[config.mk]
export PLATFORM = sky130hd
export DESIGN_NAME = hist_eq_frame_ctrl
export DESIGN_NICKNAME = d
export VERILOG_FILES = /design/src/rtl/hist_eq_frame_ctrl.sv
export SDC_FILE = /design/constraint.sdc
export NUM_CORES = 1
export LEC_CHECK = 0
export CAP_MARGIN = 25
export CORE_MARGIN = 3
export CORE_UTILIZATION = 49
export DETAILED_ROUTE_END_ITERATION = 16
export GPL_TIMING_DRIVEN = 0
export PLACE_DENSITY = 0.82
export SLEW_MARGIN = 30
export SYNTH_ARGS = -nofsm -noshare
export SYNTH_HDL_FRONTEND = slang
export SYNTH_SLANG_ARGS = --single-unit
[constraint.sdc]
create_clock -name clk -period 3.28 [get_ports clk]
set_clock_uncertainty 0.05 [all_clocks]
set_input_delay 0.328 -clock clk [delete_from_list [all_inputs] [get_ports clk]]
set_output_delay 0.328 -clock clk [all_outputs]
set_load 0.05 [all_outputs]
[src/rtl/hist_eq_frame_ctrl.sv]
// Frame sequencer: streams a source frame into hist_eq_core via a 4-deep credit-gated FIFO
// and writes the equalized stream out; first read 1 cycle after start, stalls on core/dst ready.
module hist_eq_frame_ctrl #(
  parameter int WIDTH  = 320,
  parameter int HEIGHT = 240,
  parameter int ADDR_W = 17
) (
  input  logic              clk,
  input  logic              rst_n,
  input  logic              start,
  input  logic [ADDR_W-1:0] src_base,
  input  logic [ADDR_W-1:0] dst_base,
  output logic              busy,
  output logic              done,
  output logic              err_short,
  output logic              err_over,
  output logic [15:0]       frame_cnt,
  output logic              src_rd_en,
  output logic [ADDR_W-1:0] src_rd_addr,
  input  logic [7:0]        src_rd_data,
  output logic              core_valid,
  output logic [7:0]        core_gray,
  output logic              core_end,
  input  logic              core_in_ready,
  input  logic              core_out_valid,
  input  logic [7:0]        core_gray_eq,
  input  logic              core_done,
  output logic              core_out_ready,
  output logic              dst_wr_en,
  output logic [ADDR_W-1:0] dst_wr_addr,
  output logic [7:0]        dst_wr_data,
  input  logic              dst_wr_ready
);

  localparam logic [1:0] S_IDLE  = 2'd0;
  localparam logic [1:0] S_FEED  = 2'd1;
  localparam logic [1:0] S_DRAIN = 2'd2;
  localparam logic [1:0] S_FIN   = 2'd3;

  localparam logic [ADDR_W:0] TOTAL = (ADDR_W+1)'(WIDTH * HEIGHT);

  logic [1:0]        state;
  logic [1:0]        state_nxt;
  logic [ADDR_W-1:0] src_base_q;
  logic [ADDR_W-1:0] dst_base_q;
  logic [ADDR_W:0]   rd_cnt;
  logic [ADDR_W:0]   in_cnt;
  logic [ADDR_W:0]   out_cnt;
  logic [ADDR_W:0]   out_cnt_nxt;
  logic              rd_pend;
  logic [7:0]        fifo_mem [4];
  logic [1:0]        wr_ptr;
  logic [1:0]        rd_ptr;
  logic [2:0]        fifo_cnt;
  logic [2:0]        reserved;
  logic [2:0]        credit_used;
  logic              push;
  logic              pop;
  logic              rd_issue;
  logic              end_acc;
  logic              out_ok;
  logic              done_seen;
  logic              done_seen_nxt;
  logic              finish;
  logic              err_short_q;
  logic              err_over_q;
  logic [15:0]       frame_cnt_q;

  assign busy      = (state == S_FEED) || (state == S_DRAIN);
  assign done      = (state == S_FIN);
  assign err_short = err_short_q;
  assign err_over  = err_over_q;
  assign frame_cnt = frame_cnt_q;

  // Read data lands exactly one cycle after the strobe, so the pending flag is the push.
  assign push        = rd_pend;
  assign core_valid  = (fifo_cnt != 3'd0);
  assign core_gray   = core_valid ? fifo_mem[rd_ptr] : 8'd0;
  assign core_end    = core_valid && (in_cnt == TOTAL - 1'b1);
  assign pop         = core_valid && core_in_ready;
  assign end_acc     = pop && core_end;

  // A same-cycle pop returns its credit to this cycle's issue decision.
  assign reserved    = fifo_cnt + {2'b00, rd_pend};
  assign credit_used = reserved - {2'b00, pop};
  assign rd_issue    = (state == S_FEED) && (rd_cnt < TOTAL) && (credit_used < 3'd4);
  assign src_rd_en   = rd_issue;
  assign src_rd_addr = src_base_q + rd_cnt[ADDR_W-1:0];

  assign out_ok         = (out_cnt < TOTAL);
  assign core_out_ready = dst_wr_ready && busy && out_ok;
  assign dst_wr_en      = core_out_valid && core_out_ready;
  assign dst_wr_addr    = dst_base_q + out_cnt[ADDR_W-1:0];
  assign dst_wr_data    = dst_wr_en ? core_gray_eq : 8'd0;

  assign out_cnt_nxt   = out_cnt + (ADDR_W+1)'(dst_wr_en);
  assign done_seen_nxt = done_seen || (core_done && (state != S_IDLE));
  assign finish        = (out_cnt_nxt == TOTAL) && done_seen_nxt;

  always_comb begin
    state_nxt = state;
    case (state)
      S_IDLE:  if (start) state_nxt = S_FEED;
      S_FEED:  if (end_acc) state_nxt = finish ? S_FIN : S_DRAIN;
      S_DRAIN: if (finish) state_nxt = S_FIN;
      default: state_nxt = S_IDLE;
    endcase
  end

  always_ff @(posedge clk) begin
    if (push) fifo_mem[wr_ptr] <= src_rd_data;
  end

  always_ff @(posedge clk) begin
    if (!rst_n) begin
      state       <= S_IDLE;
      src_base_q  <= '0;
      dst_base_q  <= '0;
      rd_cnt      <= '0;
      in_cnt      <= '0;
      out_cnt     <= '0;
      rd_pend     <= 1'b0;
      wr_ptr      <= '0;
      rd_ptr      <= '0;
      fifo_cnt    <= '0;
      done_seen   <= 1'b0;
      err_short_q <= 1'b0;
      err_over_q  <= 1'b0;
      frame_cnt_q <= '0;
    end else begin
      state   <= state_nxt;
      rd_pend <= rd_issue;
      if (state == S_IDLE) begin
        if (start) begin
          src_base_q  <= src_base;
          dst_base_q  <= dst_base;
          rd_cnt      <= '0;
          in_cnt      <= '0;
          out_cnt     <= '0;
          done_seen   <= 1'b0;
          err_short_q <= 1'b0;
          err_over_q  <= 1'b0;
        end
      end else begin
        if (rd_issue) rd_cnt <= rd_cnt + 1'b1;
        if (pop) in_cnt <= in_cnt + 1'b1;
        out_cnt   <= out_cnt_nxt;
        done_seen <= done_seen_nxt;
        if (core_done && out_ok) err_short_q <= 1'b1;
        // Surplus output is left unacknowledged; the core sees it stall.
        if (busy && core_out_valid && !out_ok) err_over_q <= 1'b1;
      end
      if (push) wr_ptr <= wr_ptr + 1'b1;
      if (pop) rd_ptr <= rd_ptr + 1'b1;
      fifo_cnt <= fifo_cnt + 3'(push) - 3'(pop);
      if (state == S_FIN) frame_cnt_q <= frame_cnt_q + 1'b1;
    end
  end

endmodule

# Yosys cells after proc, flatten, opt, wreduce, memory -nomap -nowiden
# Memory sizes are Yosys's and may differ from the RTL's. A register that Yosys moved wholly into a read port is not among the register bits.
# Index checks and enable logic that the tools add are counted.
# totals
out_inout_bits,75
reg_bits,117
memories,1
rom_bits,0
ramBits,32
elab_cells,88
in_bits,57
latchBits,0
# op_classes
reduce_logical,29
n_bitwise,0
eq_ne,8
addsub,10
mul,0
n_mux,23
div_mod_pow,0
shift,0
magnitude_cmp,3
# mem_list
memory,words,width,read_ports,rd_ports_with_merged_regs,write_ports,line_no,rtl
fifo_mem,4,8,1,1,1,51,logic [7:0] fifo_mem [4];
# op_table
op,count
2-to-1 mux 18 bit,6
"adder 18 x 1 -> 18 bit, second input constant",2
"== test 18 x 17 -> 1 bit, second input constant",2
"less-than comparator 18 x 17 -> 1 bit, second input constant",2
adder 17 bit,2
adder 18 x 1 -> 18 bit,1
"adder 16 x 1 -> 16 bit, second input constant",1
2-to-1 mux 8 bit,2
logical AND 1 bit,13
2-to-1 mux 2 bit,5
AND reduction 2 bit,5
nonzero test 2 bit,5
2-to-1 mux 1 bit,9
"inequality test 2 bit, second input constant",3
case mux 2 bit (3 select lines),1
"adder 2 x 1 -> 2 bit, second input constant",2
"== test 2 bit, second input constant",2
adder 3 x 1 -> 3 bit,1
"less-than comparator 3 bit, second input constant",1
AND reduction 3 bit,1
nonzero test 3 bit,1
subtractor 3 x 1 -> 3 bit,1
"== test 2 x 1 -> 1 bit, second input constant",1
logical NOT 2 bit,1
2 further kinds,3

# Depth between registers and ports, before layout
# Gate-level depths: netlist (run 1).
# logic_depth
ltp_word,11
ltp_mapped,16
mapped_depth_nobuf,14

# Least setup slack after synthesis (run 1)
# OpenSTA, ideal clock, no wires.
# synth_path
path_type,reg2reg
from,register state[0]
to,register state[0]
setup_slack_ps,-1482
synth_period_minus_slack_ps,4762
path_buffers,1
setup_ps,96
arrival_time_ps,4617
required_time_ps,3134
stages_incl_launch_ff,15
path_cell_list,dfxtp_1 > inv_1 > ha_1 > and3_1 > clkbuf_1 > and2_1 > ha_1 > ha_1 > nand3_2 > or4_4 > a221oi_2 > o2111a_2 > a41oi_2 > or2_1 > o41ai_2
# synth_between
elab_chain_cells,11
elab_cells_between_ends,20
classes_between,1 x add/sub; 6 x eq/ne; 3 x mux; 10 x reduce/logical
# synth_rtl
element,line_no,rtl
from (decl),42,logic [1:0] state;
from (signal assigned),131,state <= state_nxt;
== test 2 x 1 -> 1 bit / == test 2 bit (equally long branches),69,assign busy = (state == S_FEED) || (state == S_DRAIN);
logical OR 1 bit (*),69,
via busy,13,"output logic busy,"
logical AND 1 bit (*) (2 in a row),91,assign core_out_ready = dst_wr_ready && busy && out_ok;
via core_out_ready,28,"output logic core_out_ready,"
logical AND 1 bit (*),92,assign dst_wr_en = core_out_valid && core_out_ready;
via dst_wr_en,29,"output logic dst_wr_en,"
adder 18 x 1 -> 18 bit (*),96,assign out_cnt_nxt = out_cnt + (ADDR_W+1)'(dst_wr_en);
== test 18 x 17 -> 1 bit (*),98,assign finish = (out_cnt_nxt == TOTAL) && done_seen_nxt;
logical AND 1 bit (*),98,
2-to-1 mux 1 bit,104,S_FEED: if (end_acc) state_nxt = finish ? S_FIN : S_DRAIN;
2-to-1 mux 2 bit,104,
case mux 2 bit (3 select lines),102,case (state)
# Mark *: on every way through the listed nets, which the timed path passes. The rest lies on a longest branch. The select of a mux whose other input is x is not followed.
# A chain may end at the register's enable or synchronous reset.

# Worst setup path after layout (run 1)
# layout_path
from,register state[0]
to,register state[0]
# layout_between
elab_chain_cells,11
elab_cells_between_ends,20
classes_between,1 x add/sub; 6 x eq/ne; 3 x mux; 10 x reduce/logical
# layout_rtl
element,line_no
== test 2 x 1 -> 1 bit / == test 2 bit (equally long branches),"69, 102"
logical OR 1 bit,69
logical AND 1 bit (2 in a row),91
logical AND 1 bit,92
adder 18 x 1 -> 18 bit,96
== test 18 x 17 -> 1 bit,98
logical AND 1 bit,98
2-to-1 mux 1 bit,104
2-to-1 mux 2 bit,104
case mux 2 bit (3 select lines),102
# Several ways; a longest one is shown, not always the timed one. The select of a mux whose other input is x is not followed.

==> results.txt, run 1 <==
----------------------------------------------------
[Status]
  Result of the run ... complete, but fails checks
  Failing checks ... negative setup slack

[Global routing]
  Global-route met2 utilization ... 41.5%
  Total global routing track utilization ... 23.4%
  Remaining Overflow, GRT ... 0
  Antenna violations before repair ... 0
  First-pass GRT wire length ... 35.0 mm
  Met1 usage in global routing ... 28.7%
  Maximum number of pins on one net before global-route repair ... 17
  Most used routing layer ... met2
  Met3 usage ... 4.31%
  Vias in the first global route ... 7259

[Power]
  Static leakage ... 4.31 nW
  Overall Power ... 6.91 mW
  Power per unit of standard cell area ... 619 nW/um^2
  Worst-case vdd ir drop ... 0.435 mV

[Detailed routing]
  DRT antenna net count ... 0
  Post-route DRC violation count ... 0
  DRT iter0 DRCs ... 653
  Routed length per placed instance ... 16.2 um
  Number of vias after detailed routing ... 7883
  Total Routed Length ... 22.4 mm
  Routed vias/inst ... 5.71
  Pre-antenna DRT Iters ... 6

[Yosys]
  Dominant synthesized flop cell ... sky130_fd_sc_hd__dfxtp_1
  Distinct cells, synth ... 72
  Synth async-reset ratio ... 0%
  Top cells by area, synth ... sky130_fd_sc_hd__dfxtp_1 (28%), sky130_fd_sc_hd__edfxtp_1 (11%), sky130_fd_sc_hd__ha_1 (7.1%), sky130_fd_sc_hd__a21oi_1 (6.0%), sky130_fd_sc_hd__nand2_1 (5.4%)
  Synthesis Warnings ... 0
  Netlist Area Pre-Place ... 8450 sq um
  Number of synthesized register bits ... 151
  Per-instance average area after synthesis ... 8.69 sq um
  Most frequent cells after synthesis ... sky130_fd_sc_hd__nand2_1 (121), sky130_fd_sc_hd__dfxtp_1 (119), sky130_fd_sc_hd__a21oi_1 (102)
  Top cell type's share of synthesized area ... 28.2%
  Cells after synthesis ... 973
  Largest area contributor in the netlist ... sky130_fd_sc_hd__dfxtp_1
  Number of nets produced by synthesis ... 1081
  Number of flops mapped to enable cells by yosys ... 32
  Sequential fraction of the synthesis area ... 39.6%
  Count leader, synth ... sky130_fd_sc_hd__nand2_1

[CTS]
  Number of buffers between clock root and the deepest sink ... 2
  Insertion delay to the later sink of the worst-skew pair ... 430 ps
  Number of H-tree levels ... 4
  Clock tree from TritonCTS ... done
  CTS root buffer ... sky130_fd_sc_hd__clkbuf_16
  Number of buffers inserted by hold repair at cts ... 0
  Number of buffers created by CTS ... 17
  Clock tree sinks ... 151
  CTS clk-pin slew, worst paths ... 60 ps

[Final layout]
  Fill cell count ... 1325
  Final design utilization ... 66.6%
  Share of final-layout standard cells stronger than drive strength 1 ... 15.9%
  Combined flip-flop and latch cell area ... 3390 sq um
  Finished Cell Area ... 11200 sq um
  NumNets Final ... 1255
  Final cell count without fillers ... 1380
  Area used by multi-input combinational logic ... 5010 sq um
  Layout Area Growth over Synthesis ... 32.1%
  Total inserted antenna cells ... 0

[Floorplanning]
  Core ar. ... 16800 sq um
  Number of top-level pins ... 132
  Number of rows in the core area ... 47
  Overall die area ... 18900 sq um
  Initial Utilization ... 50.4%
  Y dimension of the die ... 137 um
  Horizontal die dimension ... 137 um

[Placement]
  Placed insts ... 1323
  DPL Wire Length ... 15.4 mm
  Worst Setup Slack post-DPL ... -533 ps
  Post-detailed-placement cell area ... 10100 sq um
  Weighted congestion reported at the end of routability-driven placement ... 0.892
  Buffers added on ports ... 130

[Hold path]
  Class of the tightest hold or removal check ... input pin to flop

[Timing]
  Maximum clock frequency ... 0.294 GHz
  Slew margin rel. ... 46.2%
  Min cycle time layout ... 3400 ps
  RSZ-0062 raised after global routing ... true
  Final number of hold-violating endpoints ... 0
  Count of pins over their slew limit ... 0
  Total negative setup slack ... -264 ps
  Final cycle utilization of the critical path ... 104%
  Least-Margin Pin Slew ... 807 ps
  Setup slack after layout ... -116 ps
  Final setup violation count ... 3
  Hold WS ... 289 ps

[Critical path]
  Endpoint class of the critical path ... flop
  Data arrival time of the critical path ... 3660 ps
  Critical Setup Path Class ... flop to flop
  R2R Setup Slk ... -120 ps
  Critical Path Sink ... state[0]
  Number of cells traversed by the worst register-to-register path ... 13
  Capture point of the worst reg-to-reg path ... state[0]
  Peak fanout along the critical path ... 5
  Origin of the worst setup path ... state[0]
  Critical register-to-register path startpoint ... state[0]
  Critical path data required time ... 3550 ps
  Crit start category ... flop

[Flow run]
  # Max-Cap Violations ... 0

----------------------------------------------------
==> placed cells by master (no fill, tap or decap), types with 24 or more instances in the layout <==
cell / count
sky130_fd_sc_hd__nand2_1: 120
sky130_fd_sc_hd__clkdlybuf4s50_1: 109
sky130_fd_sc_hd__dfxtp_1: 102
sky130_fd_sc_hd__a21oi_1: 95
sky130_fd_sc_hd__nor2_1: 91
sky130_fd_sc_hd__ha_1: 42
sky130_fd_sc_hd__buf_4: 38
sky130_fd_sc_hd__o21ai_0: 34
sky130_fd_sc_hd__edfxtp_1: 32
sky130_fd_sc_hd__and3_1: 31
sky130_fd_sc_hd__clkbuf_1: 31
sky130_fd_sc_hd__xnor2_1: 27
sky130_fd_sc_hd__inv_1: 25
sky130_fd_sc_hd__nor3_1: 25
sky130_fd_sc_hd__and2_1: 24
sky130_fd_sc_hd__nand3_1: 24
==> cell families (layout without fill, tap and decap cells) <==
| family | after synthesis | in the layout | share of synthesized area [%] |
|---|---|---|---|
| fa+ha+maj | 51 | 51 | 7.82 |
| mux | 23 | 23 | 4.04 |
| simple gates | 405 | 405 | 23.5 |
| flops | 151 | 151 | 39.6 |
| buf+inv | 76 | 263 | 4.09 |
| compound gates | 219 | 219 | 15.8 |
| xor+xnor | 48 | 48 | 5.15 |
==> layout make-up <==
cell class / instances / share of cell area, %
plain buffers: 40 / 1.83
clock buffers: 19 / 3.88
clock inverters: 13 / 2.03
inverters: 29 / 0.975
multi-input cells: 746 / 44.9
flip-flops and latches: 151 / 30.3
well taps: 220 / 2.47
repair buffers: 162 / 13.6
==> per-layer routing <==
layer  share of wire [%]  vias to the layer above  wire length [um]
met5                   0                        -                 0
met4                 2.1                        0               470
met3                 4.7                       54              1060
met2                  51                      257             11500
met1                  42                     3730              9370
li1                    -                     3842                 -
==> worst min path at each step <==
stage / startpoint / to / cells after the start
after global routing: rst_n / rd_cnt[4] / 2
final: rst_n / rd_cnt[10] / 3
after CTS: rst_n / rd_cnt[10] / 3
after detailed placement: dst_base_q[12] / dst_base_q[12] / 2
after floorplan: src_rd_data[0] / fifo_mem[0][0] / 0
after global placement: src_base_q[15] / src_base_q[15] / 2
==> power breakdown <==
group | internal (mW) | total [mW] | switching, mW
clock network | 1.42 | 2.20 | 0.777
registers | 2.05 | 2.18 | 0.133
logic | 0.915 | 2.53 | 1.61
==> worst max-delay path: stages (launching register included) <==
cell and delay (ps):
sky130_fd_sc_hd__dfxtp_2 400, sky130_fd_sc_hd__inv_2 70, sky130_fd_sc_hd__ha_4 300, sky130_fd_sc_hd__and3_4 190, sky130_fd_sc_hd__and2_4 150, sky130_fd_sc_hd__ha_4 150, sky130_fd_sc_hd__ha_4 140, sky130_fd_sc_hd__nand3_4 80
sky130_fd_sc_hd__or4_4 480, sky130_fd_sc_hd__a221oi_2 270, sky130_fd_sc_hd__o2111a_2 290, sky130_fd_sc_hd__a41oi_4 150, sky130_fd_sc_hd__or2_1 250, sky130_fd_sc_hd__o41ai_2 300
==> sequential cells by signal, indices dropped and copies added, names as in the netlist, named ones only <==
register    cells
state           2
push            1
in_cnt         18
dst_base_q     17
out_cnt        18
err_short       1
rd_ptr          2
src_base_q     17
err_over        1
fifo_mem       32
rd_cnt         18
frame_cnt      16
wr_ptr          2
done_seen       1
fifo_cnt        3
==> repair_timing <==
action | CTS | global route
pin swaps | 23 | 24
buffers inserted | 16 | 16
resized for setup | 105 | 50
setup endpoints to repair | 31 | 33
Note: power is estimated with default switching activity, not from simulation.
==> run 2, diff against run 1 <==
CAP_MARGIN = 20   (was 25)
CORE_ASPECT_RATIO = 0.75   (was unset)
SETUP_SLACK_MARGIN = 0.3   (was unset)
==> results.txt, run 2 (synthesized netlist as in run 1, its figures left out) <==
----------------------------------------------------
[CTS]
  Number of buffers created by CTS ... 17 (unchanged)
  Clock tree sinks ... 151 (unchanged)
  CTS root buffer ... sky130_fd_sc_hd__clkbuf_16
  Number of buffers between clock root and the deepest sink ... 2 (unchanged)
  Insertion delay to the later sink of the worst-skew pair ... 430 ps (about the same)
  Number of buffers inserted by hold repair at cts ... 0 (unchanged)
  Clock tree from TritonCTS ... done
  CTS clk-pin slew, worst paths ... 70 ps (about the same)
  Number of H-tree levels ... 4 (unchanged)

[Global routing]
  Global-route met2 utilization ... 41.5% (about the same)
  First-pass GRT wire length ... 38.1 mm (+8.9%)
  Remaining Overflow, GRT ... 0 (unchanged)
  Vias in the first global route ... 7570 (+4.3%)
  Antenna violations before repair ... 0 (unchanged)
  Maximum number of pins on one net before global-route repair ... 17 (unchanged)
  Total global routing track utilization ... 24.9% (+1.5 points)
  Met3 usage ... 4.76% (+0.45 points)
  Met1 usage in global routing ... 33.1% (+4.4 points)
  Most used routing layer ... met2

[Final layout]
  NumNets Final ... 1276 (+1.7%)
  Share of final-layout standard cells stronger than drive strength 1 ... 22.7% (+6.7 points)
  Fill cell count ... 1147 (-13%)
  Max reg flops ... 32 (unchanged)
  Total inserted antenna cells ... 0 (unchanged)
  Commonest non-fill, non-tap cell in the layout ... sky130_fd_sc_hd__nand2_1
  Layout Area Growth over Synthesis ... 37.7%
  Final design utilization ... 70.7% (+4.1 points)
  Commonest non-fill, non-tap cells in the layout ... sky130_fd_sc_hd__nand2_1 (117), sky130_fd_sc_hd__clkdlybuf4s50_1 (91), sky130_fd_sc_hd__dfxtp_1 (90), sky130_fd_sc_hd__a21oi_1 (89), sky130_fd_sc_hd__nor2_1 (84)
  Top register by number of flip-flops ... fifo_mem

[Timing]
  Final number of hold-violating endpoints ... 0 (unchanged)
  Min cycle time layout ... 3550 ps (+156 ps)
  Final cycle utilization of the critical path ... 108% (+4.8 points)
  Hold WS ... 343 ps (+53.8 ps)
  Maximum clock frequency ... 0.282 GHz (-4.4%)
  Slew margin rel. ... 49.1% (+2.9 points)
  Least-Margin Pin Slew ... 764 ps (-42.9 ps)
  RSZ-0062 raised after global routing ... true
  Final setup violation count ... 2 (-1)
  Count of pins over their slew limit ... 0 (unchanged)
  Setup slack after layout ... -272 ps (-156 ps)

[Status]
  Result of the run ... complete, but fails checks
  Failing checks ... negative setup slack

[Power]
  Static leakage ... 4.64 nW (+7.5%)
  Worst-case vdd ir drop ... 0.412 mV (-5.2%)
  Power per unit of standard cell area ... 602 nW/um^2 (-2.7%)

[Critical path]
  Critical path data required time ... 3590 ps (+40 ps)
  Critical register-to-register path startpoint ... out_cnt[10]
  Kind of cell adding the most delay to the critical path ... simple AND/OR/NAND/NOR gates
  Critical Setup Path Class ... flop to flop
  Stages on the worst setup path ... 17 (+4)
  Crit start category ... flop
  Endpoint class of the critical path ... flop
  Cell breakdown of the critical path ... buf_6 > a21oi_4 > o21ai_2 > a21oi_2 > and3_4 > clkbuf_16 > and2_4 > ha_4 > ha_4 > nand3_4 > buf_4 > or4_4 > a211oi_2 > or2b_4 > a41oi_2 > or3b_1 > a21oi_2
  Critical Path Sink ... state[1]
  Data arrival time of the critical path ... 3860 ps (+200 ps)
  Highest-delay cell along the critical path ... sky130_fd_sc_hd__or4_4
  Number of cells traversed by the worst register-to-register path ... 17 (+4)
  Peak fanout along the critical path ... 6 (+1)
  Capture point of the worst reg-to-reg path ... state[1]
  Origin of the worst setup path ... out_cnt[10]
  Number of buffers and inverters on the critical path ... 3 (+2)
  CP max stage delay ... 520 ps (+40 ps)
  R2R Setup Slk ... -270 ps (-160 ps)

[Placement]
  Weighted congestion reported at the end of routability-driven placement ... 0.911 (+2.1%)
  Worst Setup Slack post-DPL ... -409 ps (+124 ps)
  DPL Wire Length ... 16.1 mm (+4.2%)
  Buffers added on ports ... 130 (unchanged)

[Detailed routing]
  Number of vias after detailed routing ... 8310 (+5.4%)
  Total Routed Length ... 25.9 mm (+16%)
  Routed length per placed instance ... 18.6 um (+15%)
  Post-route DRC violation count ... 0 (unchanged)
  DRT iter0 DRCs ... 886 (+36%)
  DRT antenna net count ... 0 (unchanged)
  Pre-antenna DRT Iters ... 7 (+1)
  Routed vias/inst ... 5.97 (+4.6%)

[Floorplanning]
  Number of rows in the core area ... 40 (-15%)
  Y dimension of the die ... 120 um (-13%)
  Number of top-level pins ... 132 (unchanged)
  Initial Utilization ... 51.3% (+0.90 points)
  Horizontal die dimension ... 158 um (+15%)
  Core ar. ... 16500 sq um (-1.8%)
  Overall die area ... 18900 sq um (about the same)

[Flow run]
  # Max-Cap Violations ... 0 (unchanged)

[Hold path]
  Class of the tightest hold or removal check ... input pin to flop

----------------------------------------------------
run 2: cell types whose count changed in the layout (fill, tap and decap cells not counted), moves of 6 or more:
| cell | delta |
|---|---|
| sky130_fd_sc_hd__ha_4 | +7 |
| sky130_fd_sc_hd__clkdlybuf4s50_1 | -18 |
| sky130_fd_sc_hd__dlygate4sd2_1 | +10 |
| sky130_fd_sc_hd__dfxtp_2 | +12 |
| sky130_fd_sc_hd__nor2_1 | -7 |
| sky130_fd_sc_hd__a21oi_1 | -6 |
| sky130_fd_sc_hd__a21oi_2 | +6 |
| sky130_fd_sc_hd__o21ai_0 | -11 |
| sky130_fd_sc_hd__o21ai_2 | +6 |
| sky130_fd_sc_hd__dfxtp_1 | -12 |
| sky130_fd_sc_hd__ha_1 | -7 |
| sky130_fd_sc_hd__buf_6 | +11 |
run 2: through the flow:
stage	cells	total power, mW	instance area [sq um]	TNS [ps]
3_5_place_dp	1313	4.69	10100	-5590
4_1_cts	1379	6.77	11300	-452
3_3_place_gp	1313	4.64	10100	-4070
6_report	1391	7.01	11600	-534
5_1_grt	1391	7.26	11600	-840
2_1_floorplan	973	3.92	8580	-486
run 2: power by group:
group / total [mW] / internal (mW) / switching [mW]
clock network: 1.96 / 1.13 / 0.832
registers: 2.17 / 2.05 / 0.120
logic: 2.87 / 1.06 / 1.81
total: 7.01 / 4.25 / 2.76
run 2: timing repair:
action,CTS,global route
buffers inserted,33,12
endpoints found under the setup margin,68,45
resized for setup,226,80
gates cloned,1,0
pin swaps,58,42
hold endpoints to repair,0,0
run 2: how the worst min path moves through the flow:
stage | start | to | slack [ps] | cells past startpoint
5_1_grt | rst_n | rd_cnt[4] | 350 | 2
3_5_place_dp | dst_base_q[15] | dst_base_q[15] | 410 | 2
2_1_floorplan | src_rd_data[0] | fifo_mem[0][0] | 380 | 0
3_3_place_gp | src_base_q[11] | src_base_q[11] | 400 | 2
6_report | rst_n | rd_cnt[4] | 340 | 2
4_1_cts | rst_n | rd_cnt[4] | 340 | 2
run 2: routing by layer:
layer  vias up  share of wire (%)  wire length (um)
li1       3880                  -                 -
met1      3949                 40             10400
met2       414                 49             12700
met3        67                7.9              2050
met4         0                2.8               715
met5         -                  0                 0
run 2: final cells by class:
| cell class | instances | area [sq um] | share of cell area, % |
|---|---|---|---|
| flip-flops and latches | 151 | 3400 | 29.2 |
| multi-input cells | 746 | 5340 | 45.9 |
| well taps | 210 | 263 | 2.26 |
| clock buffers | 19 | 433 | 3.72 |
| plain buffers | 47 | 299 | 2.57 |
| repair buffers | 176 | 1650 | 14.1 |
| clock inverters | 13 | 145 | 1.25 |
| inverters | 29 | 111 | 0.957 |
==> run 3, diff against run 2 <==
CAP_MARGIN = 0   (was 20)
CORE_UTILIZATION = 51   (was 49)
CTS_BUF_LIST = sky130_fd_sc_hd__clkbuf_2 sky130_fd_sc_hd__clkbuf_4 sky130_fd_sc_hd__clkbuf_8   (was unset)
PLACE_DENSITY = 0.84   (was 0.82)
==> results.txt, run 3 (synthesized netlist as in run 1, its figures left out) <==
----------------------------------------------------
[Power]
  Power per unit of standard cell area ... 544 nW/um^2 (-9.6%)
  Fraction of power consumed by the clock network ... 21.2% (-6.8 points)
  Static leakage ... 4.43 nW (-4.5%)
  Worst-case vdd ir drop ... 0.375 mV (-9.0%)
  Part of the total power dissipated in sequential elements ... 35.3% (+4.3 points)
  Overall Power ... 6.16 mW (-12%)
  Part of the power in combinational logic ... 43.5% (+2.5 points)
  Net switching power ... 2.55 mW (-7.6%)
  Net switching share of the total power ... 41.4% (+2.0 points)
  Cell Int Power ... 3.61 mW (-15%)

[Detailed routing]
  Post-route DRC violation count ... 0 (unchanged)
  Routed vias/inst ... 5.87 (-1.7%)
  DRT iter0 DRCs ... 928 (+4.7%)
  Total Routed Length ... 24.7 mm (-4.6%)
  Pre-antenna DRT Iters ... 6 (-1)
  DRT antenna net count ... 0 (unchanged)
  Number of vias after detailed routing ... 8154 (-1.9%)
  Routed length per placed instance ... 17.8 um (-4.5%)

[Critical path]
  Peak fanout along the critical path ... 5 (-1)
  Critical path data required time ... 3620 ps (+30 ps)
  Endpoint class of the critical path ... flop
  Crit start category ... flop
  Number of cells traversed by the worst register-to-register path ... 18 (+1)
  Data arrival time of the critical path ... 3750 ps (-110 ps)
  Critical Setup Path Class ... flop to flop

[Final layout]
  Commonest non-fill, non-tap cells in the layout ... sky130_fd_sc_hd__nand2_1 (117), sky130_fd_sc_hd__a21oi_1 (93), sky130_fd_sc_hd__dfxtp_1 (90), sky130_fd_sc_hd__clkdlybuf4s50_1 (90), sky130_fd_sc_hd__nor2_1 (88)
  Commonest non-fill, non-tap cell in the layout ... sky130_fd_sc_hd__nand2_1
  Fill cell count ... 1164 (+1.5%)
  Top register by number of flip-flops ... fifo_mem
  Max reg flops ... 32 (unchanged)
  Combined flip-flop and latch cell area ... 3400 sq um (unchanged)
  Layout Area Growth over Synthesis ... 34.0%
  NumNets Final ... 1274 (-0.16%)
  Share of final-layout standard cells stronger than drive strength 1 ... 22.0% (-0.72 points)
  Total inserted antenna cells ... 0 (unchanged)
  Finished Cell Area ... 11300 sq um (-2.7%)
  Area used by multi-input combinational logic ... 5320 sq um (-0.37%)

[Hold path]
  Class of the tightest hold or removal check ... input pin to flop
  Number of instances on the worst hold path ... 2 (unchanged)

[CTS]
  CTS clk-pin slew, worst paths ... 90 ps (+20 ps)
  Clock tree from TritonCTS ... done
  Clock tree sinks ... 151 (unchanged)
  Number of buffers created by CTS ... 17 (unchanged)
  CTS root buffer ... sky130_fd_sc_hd__clkbuf_8
  Insertion delay to the later sink of the worst-skew pair ... 470 ps (+40 ps)
  Number of H-tree levels ... 4 (unchanged)
  Number of buffers between clock root and the deepest sink ... 2 (unchanged)
  Number of buffers inserted by hold repair at cts ... 0 (unchanged)

[Global routing]
  Remaining Overflow, GRT ... 0 (unchanged)
  Antenna violations before repair ... 0 (unchanged)
  Vias in the first global route ... 7867 (+3.9%)
  Total global routing track utilization ... 25.8% (+0.86 points)
  Maximum number of pins on one net before global-route repair ... 17 (unchanged)
  First-pass GRT wire length ... 38.4 mm (+1.0%)

[Timing]
  Maximum clock frequency ... 0.293 GHz (+4.2%)
  Count of pins over their slew limit ... 0 (unchanged)
  Setup slack after layout ... -129 ps (+143 ps)
  Slew margin rel. ... 47.2% (-1.8 points)
  Total negative setup slack ... -235 ps (+299 ps)
  Final number of hold-violating endpoints ... 0 (unchanged)
  RSZ-0062 raised after global routing ... true
  Min cycle time layout ... 3410 ps (-143 ps)
  Least-Margin Pin Slew ... 785 ps (+20.5 ps)
  Final setup violation count ... 2 (unchanged)
  Final cycle utilization of the critical path ... 104% (-4.4 points)

[Placement]
  Post-detailed-placement cell area ... 10100 sq um (unchanged)
  DPL Wire Length ... 16.2 mm (+0.62%)
  Buffers added on ports ... 130 (unchanged)
  Weighted congestion reported at the end of routability-driven placement ... 0.920 (+0.95%)

[Floorplanning]
  Number of top-level pins ... 132 (unchanged)
  Initial Utilization ... 52.4% (+1.1 points)
  Y dimension of the die ... 117 um (-1.9%)
  Overall die area ... 18200 sq um (-3.8%)
  Horizontal die dimension ... 155 um (-1.9%)
  Number of rows in the core area ... 40 (unchanged)
  Core ar. ... 16100 sq um (-2.1%)

[Status]
  Failing checks ... negative setup slack
  Result of the run ... complete, but fails checks

[Flow run]
  # Max-Cap Violations ... 0 (unchanged)

----------------------------------------------------
==> run 3: final cells by class <==
cell class / count / area share [%]
Inverter: 29 / 0.961
Sequential cell: 151 / 30.0
Clock inverter: 14 / 0.961
Clock buffer: 18 / 2.13
Buffer: 47 / 2.57
Multi-Input combinational cell: 746 / 47.0
Tap cell: 210 / 2.32
Timing Repair Buffer: 174 / 14.0
==> run 3: power groups by stage <==
stage	Combinational (mW)	Clock, mW	Sequential [mW]
2_1_floorplan	1.73	0	2.18
3_3_place_gp	2.44	0	2.19
3_5_place_dp	2.48	0	2.20
4_1_cts	2.60	1.31	2.17
5_1_grt	2.84	1.40	2.19
6_report	2.68	1.31	2.18
==> run 3: critical path, stage by stage, from the launching register on <==
cell                        delay, ps
sky130_fd_sc_hd__dfxtp_2          330
sky130_fd_sc_hd__buf_6            120
sky130_fd_sc_hd__a21oi_4          120
sky130_fd_sc_hd__o21ai_2           70
sky130_fd_sc_hd__a21oi_2          160
sky130_fd_sc_hd__and3_4           210
sky130_fd_sc_hd__clkbuf_16        120
sky130_fd_sc_hd__and2_4           140
sky130_fd_sc_hd__ha_4             140
sky130_fd_sc_hd__ha_4             160
sky130_fd_sc_hd__nand3_4           60
sky130_fd_sc_hd__buf_4            140
sky130_fd_sc_hd__buf_4            150
sky130_fd_sc_hd__nor3_1           270
sky130_fd_sc_hd__mux2i_1          150
sky130_fd_sc_hd__o32ai_2          260
sky130_fd_sc_hd__a41oi_4          180
sky130_fd_sc_hd__or3b_1           390
sky130_fd_sc_hd__a21oi_2          120
==> run 3: worst paths after layout <==
kind	startpoint	endpoint	slack [ps]
hold / removal	rst_n	rd_cnt[4]	280
setup reg to reg	out_cnt[10]	state[1]	-130
hold reg to reg	dst_base_q[15]	dst_base_q[15]	410
setup / recovery	out_cnt[10]	state[1]	-130
==> run 3: layer usage <==
metal | GRT usage [%] | share of wire, %
met3 | 5.51 | 6.7
met1 | 32.8 | 41
met4 | 8.22 | 2.4
met5 | 0 | 0
met2 | 43.7 | 49
==> run 3: through the flow <==
stage,worst slack (ps),util [%],hold slack (ps),std cells
after detailed placement,-417,63.0,401,1313
after global placement,-368,63.0,398,1313
after floorplan,-249,-,377,973
after global routing,-274,70.3,270,1389
final,-129,70.3,284,1389
after CTS,-185,68.7,249,1380
==> run 3: what timing repair did <==
action                     CTS  global route
pin swaps                   44            27
gates resized for setup    213            72
hold endpoints to repair     0             0
setup endpoints to repair   69            50
setup buffers               34             9
cloned                       1             0
